### src/rtl/mux4_case_if.sv
// Bundle of the data, select and registered-output signals around mux4_case.
// Defining MUX4_CASE_PARITY_EN adds the out_par signal to both modports.
interface mux4_case_if #(
    parameter int unsigned WIDTH = 2,
    parameter int unsigned CNT_W = 8
);
    logic [WIDTH-1:0] in0;
    logic [WIDTH-1:0] in1;
    logic [WIDTH-1:0] in2;
    logic [WIDTH-1:0] in3;
    logic [1:0]       select;
    logic             in_valid;
    logic [WIDTH-1:0] out;
    logic [WIDTH-1:0] out_q;
    logic             out_valid;
    logic [1:0]       sel_q;
    logic [CNT_W-1:0] sel_chg_cnt;
`ifdef MUX4_CASE_PARITY_EN
    logic             out_par;

    modport master (
        output in0, in1, in2, in3, select, in_valid,
        input  out, out_q, out_valid, sel_q, sel_chg_cnt, out_par
    );
    modport slave (
        input  in0, in1, in2, in3, select, in_valid,
        output out, out_q, out_valid, sel_q, sel_chg_cnt, out_par
    );
`else
    modport master (
        output in0, in1, in2, in3, select, in_valid,
        input  out, out_q, out_valid, sel_q, sel_chg_cnt
    );
    modport slave (
        input  in0, in1, in2, in3, select, in_valid,
        output out, out_q, out_valid, sel_q, sel_chg_cnt
    );
`endif
endinterface

### src/rtl/mux4_case.sv
// 4:1 case-decoded mux with a combinational output and a registered copy,
// valid flag and saturating select-change counter; MUX4_CASE_PARITY_EN adds out_par.
module mux4_case #(
    parameter int unsigned WIDTH = 2,
    parameter int unsigned CNT_W = 8
) (
    input  logic        clk,
    input  logic        rst_n,
    mux4_case_if.slave  bus
);
    logic [WIDTH-1:0] mux_val;
    logic [WIDTH-1:0] data_q, data_d;
    logic             valid_q, valid_d;
    logic [1:0]       sel_q, sel_d;
    logic [CNT_W-1:0] cnt_q, cnt_d;

    // Default arm keeps the decode complete even for X/Z selects.
    always_comb begin
        mux_val = bus.in0;
        case (bus.select)
            2'd0:    mux_val = bus.in0;
            2'd1:    mux_val = bus.in1;
            2'd2:    mux_val = bus.in2;
            2'd3:    mux_val = bus.in3;
            default: mux_val = bus.in0;
        endcase
    end

    always_comb begin
        data_d  = data_q;
        sel_d   = sel_q;
        cnt_d   = cnt_q;
        valid_d = bus.in_valid;
        if (bus.in_valid) begin
            data_d = mux_val;
            sel_d  = bus.select;
            // Only a change relative to an immediately preceding accepted sample counts.
            if (valid_q && (bus.select != sel_q) && (cnt_q != '1)) begin
                cnt_d = cnt_q + 1'b1;
            end
        end
    end

    always_ff @(posedge clk or negedge rst_n) begin
        if (!rst_n) begin
            data_q  <= '0;
            valid_q <= 1'b0;
            sel_q   <= '0;
            cnt_q   <= '0;
        end else begin
            data_q  <= data_d;
            valid_q <= valid_d;
            sel_q   <= sel_d;
            cnt_q   <= cnt_d;
        end
    end

    assign bus.out         = mux_val;
    assign bus.out_q       = data_q;
    assign bus.out_valid   = valid_q;
    assign bus.sel_q       = sel_q;
    assign bus.sel_chg_cnt = cnt_q;

`ifdef MUX4_CASE_PARITY_EN
    logic par_q, par_d;

    always_comb begin
        par_d = par_q;
        if (bus.in_valid) begin
            par_d = ^mux_val;
        end
    end

    always_ff @(posedge clk or negedge rst_n) begin
        if (!rst_n) begin
            par_q <= 1'b0;
        end else begin
            par_q <= par_d;
        end
    end

    assign bus.out_par = par_q;
`endif
endmodule

### src/flat_wrapper.sv
// flat-port wrapper written by rule: the top's interface ports become plain ports
module mux4_case_flat 
#(
    parameter int unsigned WIDTH = 2,
    parameter int unsigned CNT_W = 8
)
  (clk, rst_n, bus_in0, bus_in1, bus_in2, bus_in3, bus_select, bus_in_valid, bus_out, bus_out_q, bus_out_valid, bus_sel_q, bus_sel_chg_cnt);
  mux4_case_if #(.WIDTH(WIDTH), .CNT_W(CNT_W)) bus_i ();
  input  logic clk;
  input  logic rst_n;
  input wire logic [$bits(bus_i.in0)-1:0] bus_in0;
  input wire logic [$bits(bus_i.in1)-1:0] bus_in1;
  input wire logic [$bits(bus_i.in2)-1:0] bus_in2;
  input wire logic [$bits(bus_i.in3)-1:0] bus_in3;
  input wire logic [$bits(bus_i.select)-1:0] bus_select;
  input wire logic [$bits(bus_i.in_valid)-1:0] bus_in_valid;
  output wire logic [$bits(bus_i.out)-1:0] bus_out;
  output wire logic [$bits(bus_i.out_q)-1:0] bus_out_q;
  output wire logic [$bits(bus_i.out_valid)-1:0] bus_out_valid;
  output wire logic [$bits(bus_i.sel_q)-1:0] bus_sel_q;
  output wire logic [$bits(bus_i.sel_chg_cnt)-1:0] bus_sel_chg_cnt;
  assign bus_i.in0 = bus_in0;
  assign bus_i.in1 = bus_in1;
  assign bus_i.in2 = bus_in2;
  assign bus_i.in3 = bus_in3;
  assign bus_i.select = bus_select;
  assign bus_i.in_valid = bus_in_valid;
  assign bus_out = bus_i.out;
  assign bus_out_q = bus_i.out_q;
  assign bus_out_valid = bus_i.out_valid;
  assign bus_sel_q = bus_i.sel_q;
  assign bus_sel_chg_cnt = bus_i.sel_chg_cnt;
  mux4_case #(.WIDTH(WIDTH), .CNT_W(CNT_W)) u_core (.clk(clk), .rst_n(rst_n), .bus(bus_i));
endmodule
### config.mk
export PLATFORM = sky130hd
export DESIGN_NAME = mux4_case_flat
export DESIGN_NICKNAME = d
export VERILOG_FILES = /design/src/rtl/mux4_case_if.sv /design/src/rtl/mux4_case.sv /design/src/flat_wrapper.sv
export SDC_FILE = /design/constraint.sdc
export NUM_CORES = 1
export LEC_CHECK = 0
export ABC_AREA = 1
export BUFFER_PORTS_ARGS = -buffer_cell sky130_fd_sc_hd__buf_2
export CORE_AREA = 10 10 55 57
export CTS_CLUSTER_DIAMETER = 200
export DETAILED_ROUTE_END_ITERATION = 10
export DIE_AREA = 0 0 65 67
export PLACE_DENSITY_LB_ADDON = 0.12
export SETUP_SLACK_MARGIN = 0.2
export SLEW_MARGIN = 20
export SYNTH_ARGS = -nofsm -noshare
export SYNTH_HDL_FRONTEND = slang
export SYNTH_SLANG_ARGS = --single-unit
### constraint.sdc
create_clock -name clk -period 1.3 [get_ports clk]
set_input_delay 0.26 -clock clk [delete_from_list [all_inputs] [get_ports clk]]
set_output_delay 0.26 -clock clk [all_outputs]
set_load 0.005 [all_outputs]
[Word-level counts from Yosys, hierarchy flattened]
Cells that the tools add are included.
Cells by class
  $add $sub $neg: 1
  equality and inequality tests: 5
  muxes and demuxes: 1
  reductions and logical operators: 4
Operator list (number)
  8-bit by 1-bit adder with 8-bit output (second input constant): 1
  8-bit != test (second input constant): 1
  2-bit case mux with 4 select lines: 1
  2-bit equality test (second input constant): 2
  2-bit by 1-bit equality test with 1-bit output (second input constant): 1
  1-bit logical AND: 2
  2-bit logical NOT: 1
  2-bit != test: 1
  2-bit AND reduction: 1
Storage, ports and cells
  register bits: 13
  output and inout bits: 15

[Depth between registers and ports, before layout]
Gate-level depths: netlist of the first run.
  word-level depth: 4
  depth in mapped cells: 9
  mapped depth without buffers: 8

[Least setup slack after synthesis of the first run]
Ideal clock, no wire load.
  path type: reg2reg
  from: reg u_core.cnt_q[0] (netlist: u_core.bus.sel_chg_cnt[0])
  to: reg u_core.cnt_q[2] (netlist: u_core.bus.sel_chg_cnt[2])
  arrival time: 1238 ps
  slack: -3 ps
  stages on the path, launching flop included: 9
  buffers on the path: 0
  cells stage by stage: dfrtp_1 -> ha_1 -> nand3_2 -> inv_2 -> nand2_1 -> inv_2 -> nor2_8 -> nand3_1 -> nand2_1
Between the ends
  word-level cells in the longest chain between the ends: 3
Ends and longest elaborated chain
  start: declaration: line mux4_case.sv:15  | logic [CNT_W-1:0] cnt_q, cnt_d;
  start signal: assignment: line mux4_case.sv:54  | cnt_q <= cnt_d;
  branches (longest 3 deep; another with 8-bit by 1-bit adder with 8-bit output)
Parallel ways; which one is timed is not known.
A chain may end at the register's enable or synchronous reset.

[Final worst setup path of the first run]
  from: reg u_core.cnt_q[0] (netlist: u_core.bus.sel_chg_cnt[0])
  to: reg u_core.cnt_q[0] (netlist: u_core.bus.sel_chg_cnt[0])
The elaborated chain is that of the path after synthesis.

==> summary.txt, run 1 <==
Floorplan
  • Initial Util: 41.82%
  • IO Count: 28
  • Die Span X: about 65 um
  • Core area: 1942 um2
  • Chip height: 67 um
  • Die area: 4355 um2
  • Std cell rows: 16

Route
  • Routed vias: 840
  • Wirelength, routed: 2.254 mm
  • Detail Route Antenna Nets: 0
  • DR WL/cell: 12.45 um
  • Drt first-iter violations: 10
  • Drt pass-1 iters: 4
  • DR vias/cell: 4.641
  • DRC: 0

Global routing
  • Vias in the first global route: around 860
  • Largest net degree at the start of global routing: 14
  • Overflow after GRT: 0
  • First-pass GRT wire length: 3.588 mm
  • GRT Util Overall: 10.63%
  • Initial antenna violation count: 0

Layout
  • NumNets Final: 169
  • Multi-input gate area: between 500 and 600 um2
  • Fillers: between 150 and 200
  • Sequential cell area: about 330 um2
  • Antenna fix cells: 0
  • Layout cells sized above 1: 48.70%
  • Area Growth Syn to Fin: 55.78%
  • Finished layout cell area: 1265 um2

Worst setup path
  • Crit path arrival time: 1.47 ns
  • Worst path max stage delay: 0.42 ns
  • Worst Setup End Kind: flop
  • Worst path slowest cell: dfrtp_1
  • CP bufs+invs: 2
  • CP cell instances: ha_4, nand3_4, inv_2, nand2_4, inv_4, nor2_8, nand3_1, nand2_1
  • Crit start category: flop
  • Worst EP required: 1.52 ns
  • Critical path class: flop to flop
  • Top delay family on crit path: simple AND/OR/NAND/NOR gates
  • CP max FO: 8

STA
  • Clock period minus worst slack: 1.249 ns
  • Slew Limit Fails: 0
  • Final setup fails: 0
  • Final setup margin: slightly above 0.05 ns
  • Clock Skew: 0.002627 ns
  • RSZ-0062 raised after global routing: true
  • Setup TNS: 0 ns
  • Worst-margin pin slew: 0.3073 ns
  • Hold slack final: 0.2625 ns
  • Slew Limit Headroom: between 70% and 80%
  • Period utilization: 96.06%
  • Final Hold Viols: 0
  • F_max: 800.8 MHz

Placement
  • Placer Congestion: 0.8454
  • Detailed Place HPWL: 1.552 mm
  • IO Port Bufs: 27
  • Post-Place Cell Area: 993.5 um2
  • Post-Place Worst Slack: about 0.04 ns

Clocking
  • CTS Buf Count: 3
  • Clock sinks: 13
  • H-tree levels: 1
  • Max clock buf depth: 2
  • CTS tree: yes
  • Clk root buf: clkbuf_4
  • Clock transition at path regs: 0.08 ns
  • Worst skew pair latency: 0.27 ns

Pwr
  • Tot Pwr: 1.429 mW
  • Switching Power: 0.5095 mW
  • PD cells: 1130 nW/um2
  • Sw Share: 35.66%
  • Pint: slightly above 0.9 mW
  • Clk pwr share: 17.5%
  • Sequential share of power: 40.9%
  • Combinational fraction of design power: 41.6%
  • Peak supply drop: 0.0009990 V
  • Leak Pwr: 0.6828 nW

Synth
  • Share of the synthesized area in the top cell type: 40.06%
  • Number of synthesized flops with an enable pin: 0
  • Area contributors post-synth: dfrtp_1 (40%), nand2_1 (18%), nand3_1 (9.2%), inv_1 (4.6%), nand2_4 (2.8%)
  • Cells after Synth: 109
  • Avg Inst Size Synth: 7.450 um2
  • Synth area leader: dfrtp_1
  • Syn nets: around 120
  • Top post-synthesis cells by count: nand2_1 (40), nand3_1 (15), dfrtp_1 (13)
  • Register area share after synthesis: 40.06%
  • Top FF cell, synth: dfrtp_1
  • Yosys reg bits: 13
  • Warnings, synthesis: 0
  • Cell Area, Synth: 812.0 um2
  • Synth cell types: 19
  • Count leader, synth: nand2_1
  • Async S/R FF share, synth: 100.0%

Status
  • Run status: completed

Worst hold path
  • Worst hold path class: input port to flop

Job
  • Max Cap Viol: 0
layout make-up:
type	instances	share of cell area, %
flip-flops and latches	13	26.11
repair buffers	43	23.74
inverters	14	5.341
clock buffers	4	2.077
well taps	27	2.671
multi-input cells	80	40.06
cell families (layout without fill, tap and decap cells):
kind of cell,after synthesis,count (layout),share of synthesized area [%]
simple gates,70,70,43.14
buf+inv,16,61,8.320
flops,13,13,40.06
compound gates,6,6,3.698
xor+xnor,3,3,3.236
fa+ha+maj,1,1,1.541
registers in the layout, summed over array words and instances, names as in the netlist:
register / flops
u_core.bus.out_valid: 1
u_core.bus.sel_chg_cnt: 8
u_core.bus.sel_q: 2
u_core.bus.out_q: 2
per-layer routing:
layer	global-route usage [%]	wire length, um
met4	7.487	27
met3	4.348	131
met1	10.16	902
met2	18.35	1193
met5	0	0
per-stage QoR:
stage	instances	util, %
3_3_place_gp	164	51.16
3_5_place_dp	164	51.16
6_report	181	65.14
5_1_grt	181	65.14
2_1_floorplan	109	-
4_1_cts	177	59.09
final timing paths:
kind,startpoint,endpoint,slack (ns),cells past startpoint
hold / removal,bus_select[0],u_core.bus.sel_q[0],0.26,3
hold reg to reg,u_core.bus.out_q[0],u_core.bus.out_q[0],0.50,2
setup / recovery,u_core.bus.sel_chg_cnt[0],u_core.bus.sel_chg_cnt[0],0.05,8
setup reg to reg,u_core.bus.sel_chg_cnt[0],u_core.bus.sel_chg_cnt[0],0.05,8
max in group asynchronous,rst_n,u_core.bus.sel_chg_cnt[3],0.65,2
min in group asynchronous,rst_n,u_core.bus.sel_chg_cnt[1],0.39,2
power groups by stage:
stage	clock [mW]	sequential [mW]	combinational (mW)
floorplan	0	0.571	0.204
global placement	0	0.560	0.404
detailed placement	0	0.562	0.405
CTS	0.265	0.564	0.513
global route	0.292	0.596	0.653
finish	0.250	0.584	0.595
worst register-to-register path, stage by stage (launching register included):
cell	delay [ns]
dfrtp_1	0.42
ha_4	0.18
nand3_4	0.09
inv_2	0.05
nand2_4	0.07
inv_4	0.05
nor2_8	0.17
nand3_1	0.10
nand2_1	0.07
cells in the final DEF, fill, tap and decap left out, drive strengths merged:
cell type / count
nand2: 44
buf: 42
nand3: 16
inv: 13
dfrtp: 13
o21ai: 6
nor2: 6
clkbuf: 4
nand4: 3
xor2: 2
clkinv: 1
xnor2: 1
nand3b: 1
ha: 1
dlygate4sd3: 1
what timing repair did:
item	4_1_cts	5_1_grt
hold endpoints to repair	13	0
setup endpoints to repair	18	22
hold buffers	1	0
resized for setup	15	23
pin swaps	1	2
buffers inserted	8	4
cloned	0	0
Note: power is estimated with default switching activity, not from simulation.
==> run 2: changes to the inputs <==
--- a/constraint.sdc
+++ b/constraint.sdc
@@ -3,2 +3,2 @@
 set_output_delay 0.26 -clock clk [all_outputs]
-set_load 0.005 [all_outputs]
+set_load 0.1 [all_outputs]
==> run 2 against run 1 <==
Effect of this change: the run now ends with setup timing left; core utilization grew 23 points; clock-buffer cell count is the same; maximum frequency shrank 8.4%; worst hold slack gained 0.054 ns; clock power grew 6%; first-iteration DRC count grew to 3.8 times the previous value; combinational power grew to 2.6 times the previous value; non-clock buffer count grew 16; global-route usage grew 4.3 points; cell area grew 36%; die area is the same; sequential power grew 7.5%.
==> summary.txt, run 2 (synthesis gave the netlist of run 1 again) <==
Floorplan
  • Std cell rows: 16 (unchanged)
  • Core area: 1942 um2 (unchanged)
  • IO Count: 28 (unchanged)
  • Chip height: 67 um (unchanged)
  • Die area: 4355 um2 (unchanged)
  • Initial Util: 41.82% (unchanged)
  • Die Span X: 65 um (unchanged)

Worst setup path
  • Worst Setup End Kind: flop
  • Critical path class: flop to flop
  • Crit start category: flop
  • Worst path slowest cell: dfrtp_4
  • Worst EP required: 1.48 ns (-0.04 ns)
  • Worst path max stage delay: 0.51 ns (+0.09 ns)
  • CP most frequent cell: nand2_1
  • Crit path arrival time: 1.54 ns (+0.07 ns)
  • CP cell instances: ha_4, nand3_4, inv_2, nand2_4, nand4_4, nand2_1, nand2_1
  • CP max FO: 8 (unchanged)

Pwr
  • Tot Pwr: 2.465 mW (+72%)
  • Sw Share: 49.24% (+14 points)
  • Switching Power: 1.214 mW (+140%)
  • PD cells: 1436 nW/um2 (+27%)
  • Combinational fraction of design power: 63.8% (+22 points)
  • Clk pwr share: 10.8% (-6.7 points)
  • Pint: 1.251 mW (+36%)
  • Leak Pwr: 0.8398 nW (+23%)
  • Sequential share of power: 25.5% (-15 points)
  • Peak supply drop: 0.001715 V (+72%)

Route
  • Routed vias: 1,030 (+23%)
  • Drt first-iter violations: 38 (+28)
  • DRC: 0 (unchanged)
  • DR vias/cell: 5.228 (+13%)
  • Drt pass-1 iters: 4 (unchanged)
  • Wirelength, routed: 3.564 mm (+58%)
  • Detail Route Antenna Nets: 0 (unchanged)
  • DR WL/cell: 18.09 um (+45%)

Clocking
  • H-tree levels: 1 (unchanged)
  • Clk root buf: clkbuf_4
  • CTS Buf Count: 3 (unchanged)
  • CTS tree: yes
  • Clock sinks: 13 (unchanged)
  • Max clock buf depth: 2 (unchanged)
  • Clock transition at path regs: 0.09 ns (about the same)
  • Worst skew pair latency: 0.28 ns (about the same)

Layout
  • Area Growth Syn to Fin: 111.4%
  • Commonest non-fill, non-tap cell in the layout: nand2_1
  • Most frequent cells in the layout: nand2_1 (39), buf_4 (18), buf_12 (17)
  • Flip-flop count of the largest register after layout: 8 (unchanged)
  • Layout cells sized above 1: 62.35% (+14 points)
  • NumNets Final: 185 (+9.5%)
  • Antenna fix cells: 0 (unchanged)
  • Fillers: 84 (-51%)

Job
  • Max Cap Viol: 0 (unchanged)

Global routing
  • First-pass GRT wire length: 5.106 mm (+42%)
  • Initial antenna violation count: 0 (unchanged)
  • Largest net degree at the start of global routing: 14 (unchanged)
  • Overflow after GRT: 0 (unchanged)
  • Vias in the first global route: 1,028 (+20%)
  • GRT Util Overall: 14.95% (+4.3 points)

STA
  • Final setup margin: -0.06379 ns (-0.1150 ns)
  • Clock Skew: 0.0006712 ns (-0.001956 ns)
  • Clock period minus worst slack: 1.364 ns (+0.1150 ns)
  • Worst-margin pin slew: 0.3202 ns (+0.01292 ns)
  • Slew Limit Fails: 0 (unchanged)
  • RSZ-0062 raised after global routing: true
  • Final Hold Viols: 0 (unchanged)
  • F_max: 733.3 MHz (-8.4%)
  • Hold slack final: 0.3162 ns (+0.05372 ns)
  • Period utilization: 104.9% (+8.8 points)
  • Final setup fails: 12 (+12)
  • Slew Limit Headroom: 78.65% (-0.86 points)

Status
  • Run status: complete, but fails checks
  • Failing checks: setup timing

Placement
  • IO Port Bufs: 27 (unchanged)
  • Placer Congestion: 0.8390 (-0.76%)
  • Detailed Place HPWL: 1.912 mm (+23%)

Worst hold path
  • Worst hold path class: input port to flop
==> run 2: cell type report <==
class / instances / area [um2] / share of cell area, %
Tap cell: 27 / 33.78 / 1.968
Inverter: 14 / 78.83 / 4.592
Timing Repair Buffer: 59 / 681.9 / 39.72
Multi-Input combinational cell: 80 / 545.5 / 31.78
Clock buffer: 4 / 26.28 / 1.531
Sequential cell: 13 / 350.3 / 20.41
==> run 2: worst paths after layout <==
kind	start	endpoint	slack, ns	cells past startpoint
worst max-delay path	u_core.bus.sel_chg_cnt[0]	u_core.bus.sel_chg_cnt[3]	-0.06	7
min in group asynchronous	rst_n	u_core.bus.sel_chg_cnt[5]	0.39	2
worst min register to register	u_core.bus.out_q[1]	u_core.bus.out_q[1]	0.54	2
worst max register to register	u_core.bus.sel_chg_cnt[0]	u_core.bus.sel_chg_cnt[3]	-0.06	7
max in group asynchronous	rst_n	u_core.bus.sel_chg_cnt[0]	0.64	2
worst min-delay path	bus_in_valid	u_core.bus.sel_chg_cnt[6]	0.32	3
==> run 2: power by group through the flow <==
stage	logic (mW)	clock network (mW)	registers [mW]
2_1_floorplan	0.315	0	1.14
3_3_place_gp	1.35	0	0.630
3_5_place_dp	1.36	0	0.638
4_1_cts	1.48	0.262	0.629
5_1_grt	1.64	0.287	0.639
6_report	1.57	0.265	0.628
==> run 2: per-layer routing <==
layer	track usage [%]	share of wire, %	vias to the layer above
li1	-	-	469
met1	17.09	36	486
met2	26.11	52	57
met3	5.351	7.1	18
met4	3.209	4.6	0
met5	0	0	-
==> run 2: metrics by stage <==
step	util, %	setup WS, ns	area (um2)	cells	setup TNS (ns)
after global placement	73.52	-0.07238	1428	177	-0.09452
final	88.40	-0.06379	1717	197	-0.5148
after global routing	88.40	-0.1224	1717	197	-1.112
after detailed placement	73.52	-0.1114	1428	177	-0.1777
after floorplan	-	-0.5515	940.9	109	-2.073
after CTS	84.66	-0.05272	1644	195	-0.1990
==> run 2: what timing repair did <==
item	CTS	global route
hold buffers	1	0
endpoints found under the setup margin	23	24
endpoints found under the hold margin	13	0
resized for setup	22	14
pin swaps	6	3
setup buffers	13	2
==> run 2: critical path, delay by kind of cell (launching register included) <==
family / cells / cell delay [ns]
flops: 1 / 0.51
simple gates: 5 / 0.52
buf+inv: 1 / 0.05
fa+ha+maj: 1 / 0.18
==> run 3: changes to the inputs <==
Settings changed: TNS_END_PERCENT from default to 1.
==> run 3 against run 2 <==
Effect of this change: the run now ends clean; clock power down 2%; highest routed layer unchanged; core utilization shrank 11 points; total power fell by 4.2%; sequential power down 12%; cell area fell by 13%; largest cell class unchanged; flip-flop and latch count is the same; setup slack gained 0.071 ns; register-to-register slack better by 0.07 ns; cell count is 6.1% lower; maximum frequency up 5.5%; die area did not move; critical endpoint unchanged.
==> summary.txt, run 3 (synthesis gave the netlist of run 1 again) <==
Status
  • Run status: completed

Layout
  • Most frequent cells in the layout: nand2_1 (36), buf_12 (15), buf_4 (15)
  • Sequential cell area: 327.8 um2 (-6.4%)
  • Finished layout cell area: 1496 um2 (-13%)
  • Multi-input gate area: 506.7 um2 (-7.1%)
  • Commonest non-fill, non-tap cell in the layout: nand2_1
  • Layout cells sized above 1: 50.00% (-12 points)
  • NumNets Final: 173 (-6.5%)
  • Antenna fix cells: 0 (unchanged)
  • Flip-flop count of the largest register after layout: 8 (unchanged)
  • Area Growth Syn to Fin: 84.28%
  • Post-Layout Cell Count: 185 (-6.1%)
  • Fillers: 145 (+73%)

Floorplan
  • IO Count: 28 (unchanged)
  • Chip height: 67 um (unchanged)
  • Initial Util: 41.82% (unchanged)
  • Core area: 1942 um2 (unchanged)
  • Die area: 4355 um2 (unchanged)
  • Die Span X: 65 um (unchanged)
  • Std cell rows: 16 (unchanged)

Global routing
  • Overflow after GRT: 0 (unchanged)
  • Initial antenna violation count: 0 (unchanged)
  • First-pass GRT wire length: 4.160 mm (-19%)
  • GRT Util Overall: 12.00% (-3.0 points)
  • Vias in the first global route: 932 (-9.3%)
  • Largest net degree at the start of global routing: 14 (unchanged)

Pwr
  • Leak Pwr: 0.7634 nW (-9.1%)
  • PD cells: 1578 nW/um2 (+9.9%)
  • Peak supply drop: 0.001869 V (+9.0%)

STA
  • Clock Skew: 0.002384 ns (+0.001713 ns)
  • Final Hold Viols: 0 (unchanged)
  • Period utilization: 99.45% (-5.5 points)
  • Clock period minus worst slack: 1.293 ns (-0.07095 ns)
  • Hold slack final: 0.2160 ns (-0.1002 ns)
  • RSZ-0062 raised after global routing: true
  • Slew Limit Headroom: 79.71% (+1.1 points)
  • Final setup margin: 0.007163 ns (+0.07095 ns)
  • Worst-margin pin slew: 0.3044 ns (-0.01583 ns)
  • F_max: 773.5 MHz (+5.5%)
  • Final setup fails: 0 (-12)
  • Setup TNS: 0 ns (+0.5148 ns)
  • Slew Limit Fails: 0 (unchanged)

Job
  • Max Cap Viol: 0 (unchanged)

Worst setup path
  • Worst EP required: 1.52 ns (+0.04 ns)
  • Crit start category: flop
  • CP max FO: 8 (unchanged)
  • Critical Path Start: u_core.bus.sel_chg_cnt[1]
  • Critical path class: flop to flop
  • Crit path arrival time: 1.51 ns (-0.03 ns)
  • Register-to-Register Path Depth: 8 (+1)
  • Worst Setup End Kind: flop
  • FF-to-FF Start: u_core.bus.sel_chg_cnt[1]

Clocking
  • CTS Buf Count: 3 (unchanged)
  • Clock sinks: 13 (unchanged)
  • Clk root buf: clkbuf_4
  • CTS tree: yes
  • Worst skew pair latency: 0.28 ns (about the same)
  • Clock transition at path regs: 0.08 ns (about the same)
  • H-tree levels: 1 (unchanged)
  • Max clock buf depth: 2 (unchanged)

Worst hold path
  • Min-delay src: bus_select[1]
  • Worst Hold Depth: 3 (unchanged)
  • Worst hold path class: input port to flop

Placement
  • Placer Congestion: 0.8629 (+2.8%)
  • Post-Place Cell Area: 1319 um2 (-7.6%)
  • Post-Place Worst Slack: -0.03527 ns (+0.07611 ns)
  • Detailed Place HPWL: 1.787 mm (-6.5%)
  • IO Port Bufs: 27 (unchanged)
  • Inst Count DP: 175 (-1.1%)

Route
  • DRC: 0 (unchanged)
  • Routed vias: 879 (-15%)
  • DR WL/cell: 13.31 um (-26%)
  • Drt first-iter violations: 20 (-47%)
  • Detail Route Antenna Nets: 0 (unchanged)
  • Drt pass-1 iters: 4 (unchanged)
  • Wirelength, routed: 2.462 mm (-31%)
  • DR vias/cell: 4.751 (-9.1%)
-- run 3: cell count changes in the layout (fill, tap and decap cells not counted), moves of 3 or more --
cell     change
nand3_2      -6
nand3_1      +7
dfrtp_1     +10
dfrtp_2      -6
dfrtp_4      -4
buf_4        -3
nand2_1      -3
buf_6        -8
nand2_2      +3
-- run 3: per-layer routing --
layer | part of all wire [%] | global-route usage (%) | vias up
li1 | - | - | 439
met1 | 38 | 12.73 | 416
met2 | 55 | 22.29 | 18
met3 | 5.7 | 3.846 | 6
met4 | 1.5 | 3.209 | 0
met5 | 0 | 0 | -
-- run 3: final cells by class --
| cell class | count | area share, % |
|---|---|---|
| clock buffers | 4 | 1.756 |
| multi-input cells | 80 | 33.86 |
| repair buffers | 47 | 36.37 |
| well taps | 27 | 2.258 |
| inverters | 14 | 3.846 |
| flip-flops and latches | 13 | 21.91 |
-- run 3: repair_timing --
item	CTS	global route
gates resized for setup	11	18
endpoints found under the setup margin	23	23
hold buffers	1	0
cloned	0	0
setup buffers	5	0
pin swaps	3	8
endpoints found under the hold margin	13	0
-- run 3: power by group --
| group | internal (mW) | total, mW | switching, mW | leakage (nW) |
|---|---|---|---|---|
| Sequential | 0.480 | 0.554 | 0.0736 | 0.165 |
| Clock | 0.119 | 0.259 | 0.140 | 0.0150 |
| Combinational | 0.602 | 1.55 | 0.947 | 0.583 |
| Total | 1.20 | 2.36 | 1.16 | 0.763 |
-- run 3: worst paths after layout --
path,end,slack [ns]
setup / recovery,u_core.bus.sel_chg_cnt[3],0.007
hold / removal,u_core.bus.sel_q[1],0.22
setup reg to reg,u_core.bus.sel_chg_cnt[3],0.007
hold reg to reg,u_core.bus.out_q[1],0.57
max in group asynchronous,u_core.bus.sel_chg_cnt[0],0.67
min in group asynchronous,u_core.bus.sel_chg_cnt[4],0.39
-- run 3: stage by stage --
| step | util [%] | power [mW] |
|---|---|---|
| finish | 77.06 | 2.361 |
| global route | 77.06 | 2.473 |
| CTS | 73.52 | 2.269 |
| detailed placement | 67.91 | 1.923 |
| global placement | 67.91 | 1.908 |
| floorplan | - | 1.347 |
-- run 3: critical path, cell delays in order (launching register included) --
cell and delay, ns:
dfrtp_2 0.44, ha_4 0.18, nand3_4 0.06, inv_2 0.05
nand2_4 0.07, inv_4 0.05, nor2_8 0.17, nand3_1 0.12
nand2_1 0.09
